## config.mk

```make
export PLATFORM = sky130hd
export DESIGN_NAME = dff_chain_loader
export DESIGN_NICKNAME = d
export VERILOG_FILES = /design/src/rtl/dff_ctrl_pkg.sv /design/src/rtl/dff_down_counter.sv /design/src/rtl/dff_chain_loader.sv
export SDC_FILE = /design/constraint.sdc
export NUM_CORES = 1
export LEC_CHECK = 0
export ABC_AREA = 1
export CAP_MARGIN = 20
export CORE_UTILIZATION = 56
export DETAILED_ROUTE_END_ITERATION = 7
export PLACE_DENSITY = 0.84
export SYNTH_ARGS = -nofsm -noshare
export SYNTH_HDL_FRONTEND = slang
export SYNTH_SLANG_ARGS = --single-unit
```

## constraint.sdc

```tcl
create_clock -name clk -period 3.15 [get_ports clk]
set_input_delay 0.63 -clock clk [delete_from_list [all_inputs] [get_ports clk]]
set_output_delay 0.63 -clock clk [all_outputs]
set_load 0.1 [all_outputs]
```

## src/rtl/dff_ctrl_pkg.sv

```systemverilog
// Shared definitions for the dflip chain loader: sequencer state encoding and
// a width helper for small counters.
package dff_ctrl_pkg;

    typedef enum logic [1:0] {
        S_IDLE   = 2'd0,
        S_SHIFT  = 2'd1,
        S_SETTLE = 2'd2,
        S_DONE   = 2'd3
    } state_t;

    // Counter width able to hold values up to value-1, never narrower than one bit.
    function automatic int clog2_min1(input int value);
        int bits_v;
        if (value <= 2) begin
            bits_v = 1;
        end else begin
            bits_v = $clog2(value);
        end
        return bits_v;
    endfunction

endpackage

```

## src/rtl/dff_down_counter.sv

```systemverilog
// Loadable down counter with a registered zero flag; it stops at zero rather
// than wrapping.
module dff_down_counter #(
    parameter int CW = 4
) (
    input  logic          clk,
    input  logic          rst_n,
    input  logic          load,
    input  logic          en,
    input  logic [CW-1:0] load_val,
    output logic          zero
);

    logic [CW-1:0] count_r;
    logic [CW-1:0] count_s;
    logic          zero_r;

    // Next count: load wins over decrement; decrement stops at zero.
    always_comb begin
        count_s = count_r;
        if (load) begin
            count_s = load_val;
        end else if (en && (count_r != {CW{1'b0}})) begin
            count_s = count_r - CW'(1);
        end else begin
            count_s = count_r;
        end
    end

    // Count register and its zero flag, updated together.
    always_ff @(posedge clk or negedge rst_n) begin
        if (!rst_n) begin
            count_r <= {CW{1'b0}};
            zero_r  <= 1'b1;
        end else begin
            count_r <= count_s;
            zero_r  <= (count_s == {CW{1'b0}});
        end
    end

    assign zero = zero_r;

endmodule

```

## src/rtl/dff_chain_loader.sv

```systemverilog
// Serial loader for an external dflip chain: takes a parallel word over
// valid/ready, shifts it out MSB-first with a gated enable, settles, pulses done.
module dff_chain_loader
    import dff_ctrl_pkg::*;
#(
    parameter int WIDTH       = 8,
    parameter int HOLD_CYCLES = 2
) (
    input  logic                       clk,
    input  logic                       reset,
    input  logic                       in_valid,
    output logic                       in_ready,
    input  logic [WIDTH-1:0]           load_data,
    input  logic                       abort,
    output logic                       d_out,
    output logic                       shift_en,
    output logic [$clog2(WIDTH+1)-1:0] bit_cnt,
    output logic                       busy,
    output logic                       done
);

    localparam int BCW        = $clog2(WIDTH + 1);
    localparam int SHIFT_CW   = clog2_min1(WIDTH - 1);
    localparam int SETTLE_CW  = clog2_min1(HOLD_CYCLES + 1);
    localparam bit HAS_SETTLE = (HOLD_CYCLES > 0);

    // The first bit leaves on the accept edge, so the shift counter only
    // tracks the remaining WIDTH-1 edges (zero flag marks the last one).
    localparam logic [SHIFT_CW-1:0]  SHIFT_LOAD  = SHIFT_CW'(WIDTH - 2);
    localparam logic [SETTLE_CW-1:0] SETTLE_LOAD = SETTLE_CW'(HAS_SETTLE ? HOLD_CYCLES - 1 : 0);
    localparam logic [BCW-1:0]       BIT_MAX     = BCW'(WIDTH);

    state_t           state_r;
    state_t           state_s;
    logic [WIDTH-1:0] shadow_r;
    logic [WIDTH-1:0] shadow_s;
    logic             d_out_r;
    logic             d_out_s;
    logic             shift_en_r;
    logic             shift_en_s;
    logic [BCW-1:0]   bit_cnt_r;
    logic [BCW-1:0]   bit_cnt_s;
    logic             busy_r;
    logic             busy_s;
    logic             done_r;
    logic             done_s;
    logic             in_ready_r;
    logic             in_ready_s;

    logic             shift_load_s;
    logic             shift_dec_s;
    logic             shift_zero_s;
    logic             settle_load_s;
    logic             settle_dec_s;
    logic             settle_zero_s;
    logic [BCW-1:0]   bit_cnt_inc_s;

    assign bit_cnt_inc_s = (bit_cnt_r == BIT_MAX) ? BIT_MAX : (bit_cnt_r + BCW'(1));

    dff_down_counter #(
        .CW (SHIFT_CW)
    ) u_shift_cnt (
        .clk      (clk),
        .rst_n    (reset),
        .load     (shift_load_s),
        .en       (shift_dec_s),
        .load_val (SHIFT_LOAD),
        .zero     (shift_zero_s)
    );

    dff_down_counter #(
        .CW (SETTLE_CW)
    ) u_settle_cnt (
        .clk      (clk),
        .rst_n    (reset),
        .load     (settle_load_s),
        .en       (settle_dec_s),
        .load_val (SETTLE_LOAD),
        .zero     (settle_zero_s)
    );

    // Next-state and next-output logic; d_out/shift_en default low so every
    // non-shifting cycle presents a quiet chain input.
    always_comb begin
        state_s       = state_r;
        shadow_s      = shadow_r;
        d_out_s       = 1'b0;
        shift_en_s    = 1'b0;
        bit_cnt_s     = bit_cnt_r;
        done_s        = 1'b0;
        shift_load_s  = 1'b0;
        shift_dec_s   = 1'b0;
        settle_load_s = 1'b0;
        settle_dec_s  = 1'b0;

        case (state_r)
            S_IDLE: begin
                if (in_valid && in_ready_r) begin
                    d_out_s      = load_data[WIDTH-1];
                    shadow_s     = {load_data[WIDTH-2:0], 1'b0};
                    shift_en_s   = 1'b1;
                    bit_cnt_s    = BCW'(1);
                    shift_load_s = 1'b1;
                    state_s      = S_SHIFT;
                end else begin
                    state_s      = S_IDLE;
                end
            end
            S_SHIFT: begin
                if (abort) begin
                    bit_cnt_s = {BCW{1'b0}};
                    state_s   = S_IDLE;
                end else begin
                    d_out_s    = shadow_r[WIDTH-1];
                    shadow_s   = {shadow_r[WIDTH-2:0], 1'b0};
                    shift_en_s = 1'b1;
                    bit_cnt_s  = bit_cnt_inc_s;
                    if (shift_zero_s) begin
                        if (HAS_SETTLE) begin
                            settle_load_s = 1'b1;
                            state_s       = S_SETTLE;
                        end else begin
                            state_s       = S_DONE;
                        end
                    end else begin
                        shift_dec_s = 1'b1;
                    end
                end
            end
            S_SETTLE: begin
                if (abort) begin
                    bit_cnt_s = {BCW{1'b0}};
                    state_s   = S_IDLE;
                end else if (settle_zero_s) begin
                    state_s   = S_DONE;
                end else begin
                    settle_dec_s = 1'b1;
                end
            end
            S_DONE: begin
                done_s  = 1'b1;
                state_s = S_IDLE;
            end
            default: begin
                bit_cnt_s = {BCW{1'b0}};
                state_s   = S_IDLE;
            end
        endcase

        busy_s     = (state_s != S_IDLE);
        in_ready_s = (state_s == S_IDLE);
    end

    // State, shadow word and every output are registered here.
    always_ff @(posedge clk or negedge reset) begin
        if (!reset) begin
            state_r    <= S_IDLE;
            shadow_r   <= {WIDTH{1'b0}};
            d_out_r    <= 1'b0;
            shift_en_r <= 1'b0;
            bit_cnt_r  <= {BCW{1'b0}};
            busy_r     <= 1'b0;
            done_r     <= 1'b0;
            in_ready_r <= 1'b1;
        end else begin
            state_r    <= state_s;
            shadow_r   <= shadow_s;
            d_out_r    <= d_out_s;
            shift_en_r <= shift_en_s;
            bit_cnt_r  <= bit_cnt_s;
            busy_r     <= busy_s;
            done_r     <= done_s;
            in_ready_r <= in_ready_s;
        end
    end

    assign in_ready = in_ready_r;
    assign d_out    = d_out_r;
    assign shift_en = shift_en_r;
    assign bit_cnt  = bit_cnt_r;
    assign busy     = busy_r;
    assign done     = done_r;

endmodule

```

==> results of run 1 <==
[synth_stat cells]
cell / n / area [um^2]
nand4_1: 2 / 12.5
nand3_1: 11 / 55.1
nor2_1: 10 / 37.5
o22ai_1: 1 / 6.26
a21oi_4: 1 / 16.3
nand2_2: 1 / 6.26
buf_2: 1 / 5.00
inv_1: 35 / 131
a21oi_2: 1 / 8.76
ha_1: 9 / 113
dfrtp_1: 22 / 551
nand2_1: 34 / 128
buf_6: 1 / 11.3
inv_2: 2 / 7.51
dfstp_2: 3 / 78.8
xor2_1: 1 / 8.76
o21ai_0: 23 / 115
o211ai_1: 2 / 15.0
[final timing paths]
kind	cells past startpoint	slack, ns	to	startpoint
setup / recovery	1	1.33	in_ready	in_ready
hold / removal	2	0.55	shadow_r[4]	shadow_r[4]
setup reg to reg	7	1.50	shadow_r[1]	state_r[1]
hold reg to reg	2	0.55	shadow_r[4]	shadow_r[4]
max in group asynchronous	2	2.21	u_shift_cnt.zero	reset
min in group asynchronous	2	0.64	shadow_r[1]	reset
[cells in the final DEF (no fill, tap or decap), drive strengths merged]
cell | synthesis | routed
inv | 37 | 37
nand2 | 35 | 35
o21ai | 23 | 23
dfrtp | 22 | 22
nand3 | 11 | 11
clkdlybuf4s50 | 0 | 11
nor2 | 10 | 10
buf | 2 | 10
ha | 9 | 9
clkbuf | 0 | 3
dfstp | 3 | 3
nand4 | 2 | 2
o211ai | 2 | 2
a21oi | 2 | 2
o22ai | 1 | 1
xor2 | 1 | 1
clkinv | 0 | 1
[sequential cells by signal, indices dropped and copies added (netlist names)]
name,count
bit_cnt,4
u_shift_cnt.count_r,3
d_out,1
u_settle_cnt.zero,1
u_settle_cnt.count_r,2
busy,1
u_shift_cnt.zero,1
shift_en,1
done,1
state_r,2
shadow_r,7
in_ready,1
[routing by layer]
metal	global-route usage (%)	wire (um)	vias to the layer above
li1	-	-	541
met1	24.1	1050	491
met2	39.3	1150	16
met3	3.64	73	4
met4	9.72	35	0
met5	0	0	-
[layout make-up]
cell class / instances / area (um^2) / share of cell area (%)
Multi-Input combinational cell: 96 / 522 / 33.9
Inverter: 37 / 139 / 9.03
Clock inverter: 1 / 5.00 / 0.325
Tap cell: 28 / 35.0 / 2.28
Clock buffer: 3 / 22.5 / 1.46
Sequential cell: 25 / 629 / 40.9
Timing Repair Buffer: 21 / 185 / 12.0
[cell families (layout without fill, tap and decap cells)]
| family | count (synthesis) | after routing | synth area share [%] |
|---|---|---|---|
| simple gates | 58 | 58 | 18.3 |
| buf+inv | 39 | 62 | 11.9 |
| compound gates | 28 | 28 | 12.4 |
| flops | 25 | 25 | 48.2 |
| fa+ha+maj | 9 | 9 | 8.62 |
| xor+xnor | 1 | 1 | 0.671 |
[per-stage QoR]
step | instance area (um^2) | std cells | hold slack, ns | worst slack, ns | total power [W]
after floorplan | 1310 | 160 | 0.334 | 1.40 | 0.000731
after global placement | 1510 | 207 | 0.514 | 1.28 | 0.000804
after detailed placement | 1510 | 207 | 0.524 | 1.22 | 0.000821
after CTS | 1540 | 211 | 0.553 | 1.31 | 0.000965
after global routing | 1540 | 211 | 0.575 | 1.29 | 0.00103
final | 1540 | 211 | 0.552 | 1.33 | 0.000957
[power by group through the flow]
stage	logic [W]	clock network, W	registers, W
after global routing	0.000416	0.000159	0.000452
after floorplan	0.000189	0	0.000543
final	0.000370	0.000145	0.000441
after global placement	0.000357	0	0.000446
after CTS	0.000374	0.000149	0.000441
after detailed placement	0.000373	0	0.000449
==> impl_metrics.yaml, run 1 <==
run_status:
  outcome: "completed"
cells_and_area:
  n_antenna_cell: 0
  utilization_pct: 69.5
  area_growth_pct: 17.7
  drive_gt1_share_pct: 12.0
  fillers: 176
  final_nets: 205
grt:
  grt_max_degree: 26
  gr-total-overflow: 0
  grt_use_total_pct: 21.5
  antenna_found_initial: 0
  grt_pass1_wl_um: 4060
  grt_pass1_vias: 1048
synth:
  synthDistinctLibCells: 18
  syn_inst: 160
  syn_area_per_cell_um2: 8.16
  synth-seq-area-share_pct: 48.2
  syn-cell-area_um2: 1310
  yosys_warnings: 0
  syn-num-nets: 181
  synth_seq_cells: 25
pwr:
  p_sw_share_pct: 41.3
  p_switching_w: 0.000396
  p_leak_nw: 0.825
  combPwrFrac_pct: 38.7
  clockPowerShare_pct: 15.2
  ir_drop_v: 0.000385
  p_int_w: 0.000561
  p_per_area_nw_per_um2: 622
  seq_power_share_pct: 46.1
floorplanning:
  coreArea_um2: 2210
  ios: 21
  initial_utilization_pct: 59.0
  die_area_um2: 2530
  row_count: 17
  die_y_um: 50.3
  dieWidth_um: 50.3
worst_setup_path:
  crit_arrival_ns: 1.19
  crit_path_start_kind: "register"
  cpPeakStageDelay_ns: 0.58
  worstSetupPathType: "reg2out"
  cp.required_ns: 2.52
  path_delay_family: "flip-flops"
  cp_max_fo: 3
  crit_chain: "buf_4"
  critPathBufInv: 1
  crit_slowest_cell: "dfstp_2"
  critPathCaptureType: "output pin"
routing:
  firstDrtPassIters: 4
  num_vias: 1052
  route.detailed.drc: 0
  wirelength_um: 2310
  post_drt_wl_per_cell_um: 10.9
  viasPerCell: 4.99
  drtAntennaViolNets: 0
  drt_iter0_drc: 13
clock_network:
  cts.reportedPaths.clkPinSlew_ns: 0.13
  clockBufferDepth: 2
  numCtsBuffers: 3
  post_cts_resized: 0
  cts_tree: "done"
  clk_latency_ns: 0.32
  postCtsHoldBufs: 0
  root_buffer: "clkbuf_4"
  h-tree-depth: 1
  post-cts-setup-buffers: 0
  cts_sinks: 25
sta:
  rsz0062_at_grt: "no"
  hold_violations: 0
  finalCriticalPeriod_ns: 1.82
  skew_ns: 0.00232
  fin_crit_sh_pct: 57.7
  finalSetupViolations: 0
  fmax_mhz: 550
  fin_setup_tns_ns: 0
  slew_violations: 0
  max_slew_margin_pct: 78.8
  tightest_slew_ns: 0.317
place:
  dpl.hpwl_um: 1770
  numPortBuffers: 20
  routabilityCongestion: 0.823
hold_path:
  hold_path.class: "reg2reg"
flow_run:
  drv_cap: 0
(Power assumes the default switching activity.)
==> run 2: changes to the inputs <==
--- a/config.mk
+++ b/config.mk
@@ -7,9 +7,9 @@
 export LEC_CHECK = 0
 export ABC_AREA = 1
 export CAP_MARGIN = 20
-export CORE_UTILIZATION = 56
+export CORE_UTILIZATION = 47
 export DETAILED_ROUTE_END_ITERATION = 7
-export PLACE_DENSITY = 0.84
+export PLACE_DENSITY = 0.75
 export SYNTH_ARGS = -nofsm -noshare
 export SYNTH_HDL_FRONTEND = slang
 export SYNTH_SLANG_ARGS = --single-unit
==> constraint.sdc (replaced) <==
create_clock -name clk -period 1.5 [get_ports clk]
set_input_delay 0.3 -clock clk [delete_from_list [all_inputs] [get_ports clk]]
set_output_delay 0.3 -clock clk [all_outputs]
set_load 0.1 [all_outputs]
==> run 2 against run 1 <==
Sequential share of layout area fell by 5.8 points. Largest cell class unchanged. Non-clock buffer count rose by 8. Sequential power rose by 120%. Die area rose by 18%. Critical path type unchanged. Cell area rose by 18%.
==> impl_metrics.yaml, run 2 (synthesis results as in run 1) <==
hold_path:
  hold_path.class: "in2async"
grt:
  antenna_found_initial: 0
  gr-total-overflow: 0
  grt_use_total_pct: 19.8
  grt_max_degree: 26
  grt_pass1_vias: 1075
  grt_pass1_wl_um: 4190
pwr:
  p_leak_nw: 0.901
  p_per_area_nw_per_um2: 1250
  ir_drop_v: 0.000850
clock_network:
  clk_latency_ns: 0.32
  clockBufferDepth: 2
  cts_tree: "done"
  root_buffer: "clkbuf_4"
  h-tree-depth: 1
  numCtsBuffers: 3
  cts_sinks: 25
  cts.reportedPaths.clkPinSlew_ns: 0.13
  postCtsHoldBufs: 0
worst_setup_path:
  r2r_setup_slack_ns: 0.06
  path_delay_family: "flip-flops"
  critPathBufInv: 1
  crit_slowest_cell: "dfstp_4"
  worstSetupPathType: "reg2out"
  crit_arrival_ns: 1.17
  critPathCaptureType: "output pin"
  cpPeakStageDelay_ns: 0.68
  cp_max_fo: 3
  cp.required_ns: 1.20
  crit_path_start_kind: "register"
  crit_chain: "buf_12"
floorplanning:
  initial_utilization_pct: 51.3
  die_area_um2: 2990
  coreArea_um2: 2540
  die_y_um: 54.7
  row_count: 18
  ios: 21
  dieWidth_um: 54.7
cells_and_area:
  final_nets: 213
  final_cells: 221
  multi_input_area_um2: 604
  area_growth_pct: 39.0
  largest_reg_flops: 7
  most-common-layout-cells: "nand2_1, inv_1, o21ai_0, dfrtp_1, clkdlybuf4s50_1"
  n_antenna_cell: 0
  mostFrequentLayoutCell: "nand2_1"
  largest-register: "shadow_r"
  fillers: 184
  drive_gt1_share_pct: 25.1
  ff_latch_area_um2: 638
  utilization_pct: 71.3
routing:
  firstDrtPassIters: 4
  num_vias: 1148
  drt_iter0_drc: 21
  post_drt_wl_per_cell_um: 12.4
  route.detailed.drc: 0
  wirelength_um: 2740
  drtAntennaViolNets: 0
  viasPerCell: 5.19
place:
  routabilityCongestion: 0.814
  numPortBuffers: 20
  dpl.cell_count: 213
  dp_worst_setup_slack_ns: -0.0856
  dpl.hpwl_um: 1900
sta:
  finalCriticalPeriod_ns: 1.47
  skew_ns: 0.00264
  rsz0062_at_grt: "yes"
  finalSetupViolations: 0
  layout_setup_ws_ns: 0.0269
  max_slew_margin_pct: 78.8
  hold_violations: 0
  fin_crit_sh_pct: 98.2
  tightest_slew_ns: 0.318
  fmax_mhz: 679
  slew_violations: 0
flow_run:
  drv_cap: 0
run_status:
  outcome: "completed"
==> run 2: final timing paths <==
kind / from / to / depth (start not counted)
setup / recovery: in_ready / in_ready / 1
hold / removal: reset / shadow_r[6] / 2
setup reg to reg: state_r[0] / busy / 8
hold reg to reg: shadow_r[2] / shadow_r[2] / 2
max in group asynchronous: reset / u_shift_cnt.zero / 2
min in group clk: load_data[7] / d_out / 3
==> run 2: metrics by stage <==
stage	TNS, ns	hold slack (ns)	area, um^2	power, W
6_report	0	0.320	1820	0.00228
5_1_grt	-0.0662	0.367	1820	0.00244
4_1_cts	0	0.324	1720	0.00218
3_5_place_dp	-0.259	0.533	1680	0.00186
3_3_place_gp	-0.0524	0.509	1680	0.00182
2_1_floorplan	0	0.00441	1320	0.00154
==> run 2: timing repair <==
action,4_1_cts,5_1_grt
pin swaps,0,6
resized for setup,2,20
buffers inserted,1,3
setup endpoints to repair,2,15
==> run 2: area by class of cell <==
class / instances / area share, %
clock buffer: 4 / 1.45
inverter: 37 / 7.65
multi-input combinational: 96 / 33.3
sequential: 25 / 35.1
tap: 30 / 2.07
timing repair buffer: 29 / 20.4
==> run 2: report_power, final <==
group          switching, W  internal, W
Combinational      0.000616     0.000402
Clock              0.000198     0.000104
Sequential        0.0000965     0.000861
Total              0.000910      0.00137
==> run 2: per-layer routing <==
layer  part of all wire (%)  up-vias  track usage [%]  wire, um
li1                       -      562                -         -
met1                     43      541             22.2      1180
met2                     50       36             36.1      1370
met3                    4.6        9             3.06       125
met4                    2.1        0             9.40        58
met5                      0        -                0         0
==> run 3: changes to the inputs <==
--- a/config.mk
+++ b/config.mk
@@ -5,11 +5,10 @@
 export SDC_FILE = /design/constraint.sdc
 export NUM_CORES = 1
 export LEC_CHECK = 0
-export ABC_AREA = 1
 export CAP_MARGIN = 20
 export CORE_UTILIZATION = 47
 export DETAILED_ROUTE_END_ITERATION = 7
-export PLACE_DENSITY = 0.75
+export PLACE_DENSITY = 0.74
 export SYNTH_ARGS = -nofsm -noshare
 export SYNTH_HDL_FRONTEND = slang
 export SYNTH_SLANG_ARGS = --single-unit
==> run 3 against run 2 <==
The flow now finishes with violations (setup timing). Global-route usage increased by 4.4 points. Non-clock buffer count increased by 30. Cell area up 23%. Wire length increased by 28%. Critical path depth is 5 higher. Total power is 22% higher.
==> impl_metrics.yaml, run 3 <==
run_status:
  outcome: "finished, violations left"
  violations: "setup timing"
place:
  numPortBuffers: 20
  dpl.cell_count: 198
  dpl.hpwl_um: 2360
  routabilityCongestion: 0.823
grt:
  gr-total-overflow: 0
  grt_pass1_vias: 1306
  grt_pass1_wl_um: 5800
  grt_max_degree: 26
  grt_use_total_pct: 24.3
  antenna_found_initial: 0
cells_and_area:
  n_antenna_cell: 0
  largest-register: "shadow_r"
  utilization_pct: 86.7
  area_growth_pct: 67.3
  multi_input_area_um2: 878
  largest_reg_flops: 7
  mostFrequentLayoutCell: "buf_4"
  most-common-layout-cells: "buf_4, dfrtp_1, mux2_2, clkdlybuf4s50_1"
  fillers: 127
  final_nets: 201
  ff_latch_area_um2: 638
  drive_gt1_share_pct: 57.0
  final_cells: 209
floorplanning:
  dieWidth_um: 55.2
  row_count: 18
  initial_utilization_pct: 51.9
  ios: 21
  die_area_um2: 3050
  die_y_um: 55.2
  coreArea_um2: 2570
synth:
  synth_top_area_share_pct: 41.4
  syn-num-nets: 140
  syn-cell-area_um2: 1330
  synthTopCellsByCount: "dfrtp_1, mux2_2, inv_1"
  syn_inst: 119
  yosys_warnings: 0
  synth_most_common_cell: "dfrtp_1"
  synthDistinctLibCells: 39
  synth_edf_count: 0
  synth-seq-area-share_pct: 47.3
  synthArstFlopShare_pct: 100
  synth_ff_type: "dfrtp_1"
  syn_area_per_cell_um2: 11.2
  ys_top_cells_by_area: "dfrtp_1, mux2_2, ha_1, dfstp_2, inv_1"
  synth_top_cell_by_area: "dfrtp_1"
  synth_seq_cells: 25
pwr:
  ir_drop_v: 0.00115
  p_leak_nw: 0.987
  p_per_area_nw_per_um2: 1250
  p_int_w: 0.00173
  clockPowerShare_pct: 11.2
  p_switching_w: 0.00105
  combPwrFrac_pct: 51.2
  seq_power_share_pct: 37.6
  p_sw_share_pct: 37.8
sta:
  finalCriticalPeriod_ns: 1.76
  slew_violations: 0
  finalSetupViolations: 21
  fmax_mhz: 569
  layout_setup_ws_ns: -0.257
  skew_ns: 0.0126
  fin_crit_sh_pct: 117
  tightest_slew_ns: 0.577
  max_slew_margin_pct: 61.0
  rsz0062_at_grt: "yes"
  hold_violations: 0
clock_network:
  postCtsHoldBufs: 0
  h-tree-depth: 1
  cts.reportedPaths.clkPinSlew_ns: 0.14
  cts_sinks: 25
  clk_latency_ns: 0.33
  numCtsBuffers: 3
  clockBufferDepth: 2
  root_buffer: "clkbuf_4"
  cts_tree: "done"
worst_setup_path:
  cp.required_ns: 1.78
  crit_slowest_cell: "or4b_4"
  cp_max_fo: 6
  crit_path_start_kind: "register"
  critPathBufInv: 1
  cpPeakStageDelay_ns: 0.57
  crit_arrival_ns: 2.04
  path_delay_family: "simple AND/OR/NAND/NOR gates"
  crit_chain: "inv_2 -> ha_4 -> ha_4 -> or4b_4 -> mux2i_1 -> o2111a_1"
  critPathCaptureType: "register"
  crit_path_frequent_cell: "ha_4"
  worstSetupPathType: "reg2reg"
flow_run:
  drv_cap: 0
routing:
  route.detailed.drc: 0
  num_vias: 1163
  post_drt_wl_per_cell_um: 16.8
  viasPerCell: 5.56
  wirelength_um: 3510
  drt_iter0_drc: 27
  drtAntennaViolNets: 0
  firstDrtPassIters: 4
hold_path:
  hold_path.class: "in2async"
-- run 3: cell types whose count changed in the layout (fill, tap and decap cells not counted), moves of 6 or more --
cell	previous run	this run
buf_4	8	32
buf_6	0	7
inv_1	31	6
mux2_2	0	12
nand2_1	32	9
nand3_1	9	3
o21ai_0	22	0
-- run 3: path summary, 6_finish.rpt --
kind,start,end,slack [ns],depth (start not counted)
worst max-delay path,u_shift_cnt.count_r[0],u_shift_cnt.zero,-0.26,6
worst min-delay path,reset,done,0.31,2
worst max register to register,u_shift_cnt.count_r[0],u_shift_cnt.zero,-0.26,6
worst min register to register,shadow_r[3],shadow_r[3],0.52,1
max in group asynchronous,reset,u_settle_cnt.zero,0.87,2
min in group clk,shadow_r[3],shadow_r[3],0.52,1
-- run 3: repair_timing --
item | 4_1_cts | 5_1_grt
setup endpoints to repair | 23 | 22
resized for setup | 34 | 8
pin swaps | 10 | 5
buffers inserted | 5 | 3
-- run 3: kinds of logic (layout without fill, tap and decap cells) --
logic type	after synthesis	in the layout	share of synthesized area (%)
fa+ha+maj	9	9	8.46
xor+xnor	2	2	1.32
flops	25	25	47.3
mux	16	16	13.3
compound gates	17	17	10.1
simple gates	37	37	15.8
buf+inv	13	73	3.85
-- run 3: final cells by class --
| type | count | share of cell area, % |
|---|---|---|
| multi-input combinational | 81 | 39.4 |
| sequential | 25 | 28.7 |
| timing repair buffer | 59 | 27.4 |
| inverter | 10 | 1.69 |
| tap | 30 | 1.69 |
| clock buffer | 4 | 1.18 |
-- run 3: per-stage QoR --
stage	setup slack [ns]	hold WS [ns]	power (W)	setup TNS, ns	instance area [um^2]
after global routing	-0.296	0.328	0.00292	-3.86	2230
after global placement	-0.313	0.484	0.00218	-5.17	1960
after CTS	-0.247	0.322	0.00272	-2.32	2160
after floorplan	-0.235	0.00441	0.00178	-2.44	1420
after detailed placement	-0.367	0.494	0.00226	-5.86	1960
final	-0.257	0.309	0.00278	-2.69	2230
-- run 3: routing by layer --
| metal | up-vias | wire [um] | track usage [%] | share of wire (%) |
|---|---|---|---|---|
| met5 | - | 0 | 0 | 0 |
| li1 | 543 | - | - | - |
| met2 | 27 | 1840 | 45.1 | 52 |
| met3 | 11 | 89 | 3.98 | 2.5 |
| met1 | 582 | 1500 | 27.9 | 43 |
| met4 | 0 | 78 | 8.21 | 2.2 |
-- run 3: power groups by stage --
stage               sequential (W)  combinational, W  clock, W
detailed placement         0.00104           0.00122         0
global placement           0.00102           0.00115         0
CTS                        0.00104           0.00136  0.000316
global route               0.00107           0.00151  0.000343
finish                     0.00105           0.00142  0.000312
floorplan                  0.00122          0.000560         0
